==> src/rtl/clock_divider_multi_channel.sv <==
// N-channel programmable 50%-duty clock divider with per-channel tick, enable and
// a global phase-align strobe. Half-period changes are latched only at boundaries.
module clock_divider_multi_channel #(
  parameter int unsigned NUM_CH = 4,
  parameter int unsigned CNT_W  = 27
) (
  input  logic                      Clock_100MHz,
  input  logic                      Clear_n,
  input  logic                      Sync,
  input  logic [NUM_CH-1:0]         Enable,
  input  logic [NUM_CH*CNT_W-1:0]   Half_Period,
  output logic [NUM_CH-1:0]         Clock_Out,
  output logic [NUM_CH-1:0]         Tick
);

  logic [CNT_W-1:0]  r_cnt [NUM_CH];
  logic [CNT_W-1:0]  r_act [NUM_CH];
  logic [NUM_CH-1:0] r_clk;
  logic [NUM_CH-1:0] r_tick;

  logic [CNT_W-1:0]  w_hp [NUM_CH];
  logic [NUM_CH-1:0] w_last;

  // A zero half-period behaves as one: the boundary is reached at cnt==0.
  always_comb begin
    for (int unsigned i = 0; i < NUM_CH; i++) begin
      w_hp[i]   = Half_Period[i*CNT_W +: CNT_W];
      w_last[i] = (r_act[i] == '0) ? (r_cnt[i] == '0)
                                   : (r_cnt[i] == r_act[i] - CNT_W'(1));
    end
  end

  always_ff @(posedge Clock_100MHz) begin
    for (int unsigned i = 0; i < NUM_CH; i++) begin
      if (!Clear_n || Sync) begin
        r_cnt[i]  <= '0;
        r_clk[i]  <= 1'b0;
        r_tick[i] <= 1'b0;
        r_act[i]  <= w_hp[i];
      end else if (Enable[i]) begin
        if (w_last[i]) begin
          r_cnt[i]  <= '0;
          r_clk[i]  <= ~r_clk[i];
          r_tick[i] <= ~r_clk[i];
          r_act[i]  <= w_hp[i];
        end else begin
          r_cnt[i]  <= r_cnt[i] + CNT_W'(1);
          r_tick[i] <= 1'b0;
        end
      end else begin
        r_tick[i] <= 1'b0;
      end
    end
  end

  assign Clock_Out = r_clk;
  assign Tick      = r_tick;

endmodule

==> config.mk <==
export PLATFORM = sky130hd
export DESIGN_NAME = clock_divider_multi_channel
export DESIGN_NICKNAME = d
export VERILOG_FILES = /design/src/rtl/clock_divider_multi_channel.sv
export SDC_FILE = /design/constraint.sdc
export NUM_CORES = 1
export LEC_CHECK = 0
export BUFFER_PORTS_ARGS = -buffer_cell sky130_fd_sc_hd__buf_2
export CAP_MARGIN = 20
export CORE_UTILIZATION = 50
export DETAILED_ROUTE_END_ITERATION = 12
export GPL_ROUTABILITY_DRIVEN = 0
export PLACE_DENSITY = 0.76
export SLEW_MARGIN = 20
export SYNTH_ARGS = -nofsm -noshare
export SYNTH_HDL_FRONTEND = slang
export SYNTH_SLANG_ARGS = --single-unit
==> constraint.sdc <==
create_clock -name Clock_100MHz -period 6.6 [get_ports Clock_100MHz]
set_clock_uncertainty 0.05 [all_clocks]
set_input_delay 1.65 -clock Clock_100MHz [delete_from_list [all_inputs] [get_ports Clock_100MHz]]
set_output_delay 1.65 -clock Clock_100MHz [all_outputs]
set_load 0.05 [all_outputs]
==> results of run 1 <==
==> kinds of logic (layout without fill, tap and decap cells) <==
logic type	Yosys count	in the layout
AND/OR/NAND/NOR	660	660
XOR/XNOR	235	235
flip-flops	224	224
AO/OA/AOI/OAI	116	116
buffers and inverters	91	213
adder cells (fa/ha/maj)	15	15
multiplexers	13	13
==> cells in the mapped netlist (8+ instances only) <==
library cell	instances	share of area
a21oi_1	17	0.0061
and3_1	24	0.011
clkbuf_1	38	0.010
dfxtp_1	8	0.012
edfxtp_1	216	0.47
ha_1	15	0.014
inv_1	39	0.011
mux2i_1	12	0.0087
nand2_1	77	0.021
nand2b_1	15	0.0068
nand3_1	78	0.028
nand3b_1	9	0.0049
nand4_1	43	0.019
nor2_1	151	0.041
nor2b_1	11	0.0050
nor3_1	95	0.034
nor4_1	59	0.027
nor4b_1	12	0.0076
o21ai_0	28	0.010
or3_1	15	0.0068
or4_1	11	0.0060
xnor2_1	133	0.084
xor2_1	102	0.064
==> worst max-delay path by stage <==
stage | endpoint | startpoint | slack, ps | cells after the start
after global routing | r_act[3][21] | r_act[3][0] | 1920 | 10
after global placement | r_act[3][23] | r_act[3][0] | 2360 | 10
after floorplan | r_act[2][0] | r_act[2][0] | 1590 | 10
after detailed placement | r_act[3][22] | r_act[3][0] | 2260 | 10
after CTS | r_act[1][4] | r_act[1][0] | 2210 | 9
final | r_act[3][14] | r_act[3][0] | 2190 | 10
==> worst reg2reg max path: cells and delay by family, from the launching register on <==
kind | cells | cell delay [ps]
simple gates | 5 | 2240
compound gates | 2 | 760
flops | 1 | 470
fa+ha+maj | 1 | 260
xor+xnor | 1 | 140
buf+inv | 1 | 120
==> flip-flops by register name, summed over array words and instances, names as in the netlist <==
register and count:
r_cnt 108, Tick 4, Clock_Out 4, r_act 108
==> layout make-up <==
| class | instances | area share |
|---|---|---|
| clock buffers | 31 | 0.0443 |
| clock inverters | 16 | 0.00811 |
| inverters | 39 | 0.00940 |
| multi-input cells | 1039 | 0.440 |
| flip-flops and latches | 224 | 0.427 |
| well taps | 372 | 0.0299 |
| repair buffers | 127 | 0.0418 |
==> report_power, final <==
group | leakage (µW) | internal (µW) | switching, µW
Clock | 0.000399 | 819 | 568
Combinational | 0.00244 | 166 | 190
Sequential | 0.00242 | 1650 | 131
==> metrics by stage <==
stage / setup slack [ps] / instances / utilization
final: 2190 / 1848 / 0.575
after global routing: 1920 / 1848 / 0.575
after CTS: 2210 / 1847 / 0.574
after detailed placement: 2260 / 1800 / 0.544
after global placement: 2360 / 1800 / 0.544
after floorplan: 1590 / 1354 / -
==> placed cells by master, fill, tap and decap left out, types with 15 or more instances in the layout <==
| cell | count |
|---|---|
| nand4_1 | 43 |
| nand2b_1 | 15 |
| nor2_1 | 151 |
| inv_1 | 39 |
| and3_1 | 24 |
| nand3_1 | 78 |
| edfxtp_1 | 216 |
| nand2_1 | 73 |
| a21oi_1 | 17 |
| nor3_1 | 95 |
| xor2_1 | 102 |
| ha_1 | 15 |
| o21ai_0 | 26 |
| buf_2 | 122 |
| xnor2_1 | 133 |
| nor4_1 | 59 |
| or3_1 | 15 |
| clkbuf_16 | 27 |
==> metal layers <==
layer / global-route usage / wire length, µm
met5: 0 / 0
met4: 0.0810 / 992
met2: 0.385 / 15700
met3: 0.0290 / 2040
met1: 0.300 / 13800
==> impl_results.md, run 1 <==
* Die Ht at 169 µm
* Post-synth ARST share at 0
* CTS tree: yes
* RSZ-0062 raised after global routing: no
* Finish-stage setup viols at 0
* CP top delay family: simple AND/OR/NAND/NOR gates
* Wire per inst at 17.6 µm
* Final Cell Area at 15600 µm²
* Max incr delay on CP at 770 ps
* R2R Setup Slk at 2190 ps
* DRT Pass-1 Iters at 6
* Crit-path max FO at 27
* Post-DR vias/cell at 5.92
* CTS clock-pin slew for the worst setup and hold paths at 60 ps
* R2r endpoint: r_act[3][14]
* Area Overhead vs Synth at 12.2%
* Hold endpoint: Clock_Out[1]
* Status: finished clean
* Final layout net count at 1587
* Hold Path Cell Cnt at 2
* Post-synth EDFFs at 216
* Worst min path class: reg2reg
* Seq/Total Area, Yosys at 0.479
* Ys Warns at 0
* Initial antenna violation count at 1
* DR vias at 10900
* Critical path class: reg2reg
* Vias in the first global route at 10500
* Filler cells at 2314
* I/O pin total at 123
* Routed Antenna Nets at 0
* Slowest cell on the critical path: nor4b_1
* Synth Register Bits at 224
* FP Rows at 60
* GR Util All Layers at 0.227
* Crit path launch type: register
* Hold path startpoint: Clock_Out[1]
* CP Data Arrival Time at 4520 ps
* Main flop type after synthesis: edfxtp_1
* Initial Util at 0.512
* Max Clock Freq at 227 MHz
* Final worst path period need at 4410 ps
* Diode count at 0
* Leak pwr at 0.00526 µW
* Hold Vio Cnt, Final at 0
* FF/Latch Area at 6650 µm²
* Mux cell area share after synthesis at 0.00947
* Average footprint of a synthesized cell at 10.2 µm²
* Num CTS Buffers at 26
* # resized after CTS at 0
* Clock latency on the worst-skew pair at 530 ps
* DRC errors left at 0
* Cell Chain, Critical Path: inv_1, ha_1, nor4b_1, and3_1, xnor2_1, o311ai_0, nor3_1, nand4_1, o41ai_1, or2_2
* TNS Setup at 0 ps
* Core footprint at 27100 µm²
* Max Buffers Root-to-Sink at 3
* Tot Pwr at 3520 µW
* Max-Cap Viols at 0
* Buffers on Ports at 122
* Placed Instance Area at 14700 µm²
* Multi-input logic area at 6850 µm²
* Largest net degree at the start of global routing at 28
* Worst IR drop on VDD at 0.198 mV
* Worst hold slack at 442 ps
* First-pass GRT wire length at 52400 µm
* Clock sinks at 224
* Synth Area in XOR/XNOR at 0.148
* Max-slew headroom at 0.289
* FF-to-FF Start: r_act[3][0]
* Syn Nets at 1484
* Fin. max-slew vios at 0
* CP endpoint kind: register
* DIE AREA at 28400 µm²
* H-Tree Depth at 1
* Compound-gate portion of the synthesized area at 0.0601
* Hold buffers post-CTS at 0
* Required time of the worst setup path at 6710 ps
* Root buffer cell: clkbuf_16
* Die W at 169 µm
* Post CTS Setup Buffer Count at 0
* Final HPWL DP at 23800 µm
* WL final at 32600 µm
* Congestion Overflow GR at 0
* Yosys cell types at 81
* Cells on worst reg2reg path at 10
* Final Cycle Share at 0.668
* Post-synthesis cell area at 13900 µm²
* Largest family of logic cells by synthesized area: simple AND/OR/NAND/NOR gates
* Worst-margin pin slew at 1060 ps
* Pwr dens at 226 nW/µm²
* Worst Path Buf+Inv at 1
* Iteration-0 DRC Markers at 1100
* Post-Syn Instances at 1354
* Ratio of cells with drive above 1 in the final layout at 0.138
* Post-Synth Adder-Cell Area at 0.0135
* Synth Area in Simple Gates at 0.261
No activity file was read; power rests on OpenSTA's default activity.
==> inputs of run 2 (changes only) <==
clock period = 4.4 ns   (was 6.6 ns; I/O delays follow)
==> run 2 against run 1 <==
  * Utilization up 0.30 points
  * Clock-buffer cell count up 2
  * Wire length down 3.6%
  * Clock power up 48%
  * Via count down 1.4%
  * Flip-flop and latch count unchanged
  * Cell area up 0.51%
  * Combinational power up 50%
  * Critical path depth down 2
  * Setup slack worse by 1900 ps
  * Fmax up 8.5%
  * Cell count up 0.70%
  * Largest power group unchanged
==> impl_results.md, run 2 (synthesized netlist as in run 1, its figures left out) <==
* Status: finished clean (unchanged)
* Critical path class: reg2reg (unchanged)
* Vias in the first global route at 10400 (was 10500)
* Final core occ at 0.578 (was 0.575)
* Final layout net count at 1600 (was 1587)
* FP Rows at 60 (unchanged)
* Worst min path class: reg2reg (unchanged)
* Fin. max-slew vios at 0 (unchanged)
* Hold buffers post-CTS at 0 (unchanged)
* GR Util All Layers at 0.223 (was 0.227)
* Clock latency on the worst-skew pair at 520 ps (was 530 ps)
* CP Data Arrival Time at 4180 ps (was 4520 ps)
* Worst IR drop on VDD at 0.381 mV (was 0.198 mV)
* Die W at 169 µm (unchanged)
* Switching share of total power at 0.248 (was 0.252)
* Pwr dens at 336 nW/µm² (was 226 nW/µm²)
* Clock sinks at 224 (unchanged)
* Required time of the worst setup path at 4510 ps (was 6710 ps)
* Finish-stage setup viols at 0 (unchanged)
* Leak pwr at 0.00532 µW (was 0.00526 µW)
* Worst-margin pin slew at 961 ps (was 1060 ps)
* # resized after CTS at 0 (unchanged)
* CP endpoint kind: register (unchanged)
* DRC errors left at 0 (unchanged)
* Ratio of cells with drive above 1 in the final layout at 0.142 (was 0.138)
* Die Ht at 169 µm (unchanged)
* Initial antenna violation count at 1 (unchanged)
* Largest net degree at the start of global routing at 28 (unchanged)
* Hold Vio Cnt, Final at 0 (unchanged)
* Top flop regs: r_act x108, r_cnt x108 (unchanged)
* DR vias at 10800 (was 10900)
* Routed Antenna Nets at 0 (unchanged)
* Congestion Overflow GR at 0 (unchanged)
* RSZ-0062 raised after global routing: no (unchanged)
* FF-to-FF Start: r_act[3][5] (was r_act[3][0])
* CTS clock-pin slew for the worst setup and hold paths at 60 ps (about the same)
* Iteration-0 DRC Markers at 795 (was 1100)
* DRT Pass-1 Iters at 5 (was 6)
* WL final at 31400 µm (was 32600 µm)
* Root buffer cell: clkbuf_16 (unchanged)
* Max-slew headroom at 0.358 (was 0.289)
* Max Clock Freq at 246 MHz (was 227 MHz)
* I/O pin total at 123 (unchanged)
* Multi-input logic area at 6850 µm² (about the same)
* Sw power at 1310 µW (was 888 µW)
* First-pass GRT wire length at 52000 µm (was 52400 µm)
* Buffers on Ports at 122 (unchanged)
* Post CTS Setup Buffer Count at 0 (unchanged)
* Final Cycle Share at 0.924 (was 0.668)
* Hold path startpoint: Clock_Out[0] (was Clock_Out[1])
* Max Buffers Root-to-Sink at 3 (unchanged)
* H-Tree Depth at 1 (unchanged)
* CTS tree: yes (unchanged)
* Crit-path max FO at 27 (unchanged)
* P_int at 3950 µW (was 2630 µW)
* Num CTS Buffers at 26 (unchanged)
* Area Overhead vs Synth at 12.8% (was 12.2%)
* Crit path launch type: register (unchanged)
* FF/Latch Area at 6650 µm² (unchanged)
* TNS Setup at 0 ps (unchanged)
* Initial Util at 0.512 (unchanged)
* Core footprint at 27100 µm² (unchanged)
* Final worst path period need at 4070 ps (was 4410 ps)
* Most frequent cells in the layout: edfxtp_1, nor2_1, xnor2_1 (unchanged)
* Clock power share at 0.391 (was 0.394)
* DIE AREA at 28400 µm² (unchanged)
* Filler cells at 2304 (was 2314)
* Final HPWL DP at 23000 µm (was 23800 µm)
* Max-Cap Viols at 0 (unchanged)
* Commonest non-fill, non-tap cell in the layout: edfxtp_1 (unchanged)
* Sequential share of power at 0.507 (was 0.505)
* Post-DR vias/cell at 5.80 (was 5.92)
* Wire per inst at 16.9 µm (was 17.6 µm)
* Logic gate share of total power at 0.101 (about the same)
* Start point of the critical path: r_act[3][5] (was r_act[3][0])
run 2: changes by cell type in the layout (fill, tap and decap cells not counted), moves of 2 or more:
| cell | previous run | this run |
|---|---|---|
| clkinv_2 | 4 | 2 |
| nand2_1 | 73 | 77 |
| nand2_2 | 4 | 0 |
| buf_4 | 4 | 18 |
| clkbuf_1 | 4 | 6 |
run 2: power by group through the flow:
stage	registers (µW)	clock network, µW	logic (µW)
after floorplan	2630	0	418
after global placement	2700	0	515
after detailed placement	2710	0	528
after CTS	2670	2120	533
after global routing	2690	2190	593
final	2670	2060	534
run 2: metal layers:
| layer | GRT usage | up-vias | share of wire |
|---|---|---|---|
| met1 | 0.296 | 5131 | 0.44 |
| li1 | - | 5287 | - |
| met2 | 0.374 | 312 | 0.48 |
| met5 | 0 | - | 0 |
| met4 | 0.0719 | 0 | 0.026 |
| met3 | 0.0344 | 61 | 0.057 |
run 2: cell type report:
class	count	area share
clock inverters	13	0.00687
well taps	372	0.0297
diodes	1	0.000160
inverters	39	0.00935
clock buffers	33	0.0446
flip-flops and latches	224	0.424
multi-input cells	1039	0.437
repair buffers	140	0.0476
run 2: critical path, cell delays in order, from the launching register on:
cell and delay [ps]:
edfxtp_1 480, nor4_4 500, nand4_1 420, o41ai_1 510
nor4b_1 320, a211oi_1 100, a21o_1 210, o41ai_1 450
or2_2 630
run 2: path summary, 6_finish.rpt:
path                                      to  slack (ps)  depth (start not counted)
worst max-delay path            r_act[3][12]         330                          8
worst min-delay path                 Tick[0]         420                          1
worst max register to register  r_act[3][12]         330                          8
worst min register to register       Tick[0]         420                          1
run 2: per-stage QoR:
stage          hold slack [ps]  instance area, µm²  worst slack (ps)  power (µW)  instances
3_3_place_gp               412               14800               586        3220       1814
4_1_cts                    432               15700               364        5320       1860
5_1_grt                    453               15700              7.01        5470       1860
3_5_place_dp               422               14800               360        3240       1814
6_report                   425               15700               332        5260       1861
2_1_floorplan              577               13900               115        3050       1354
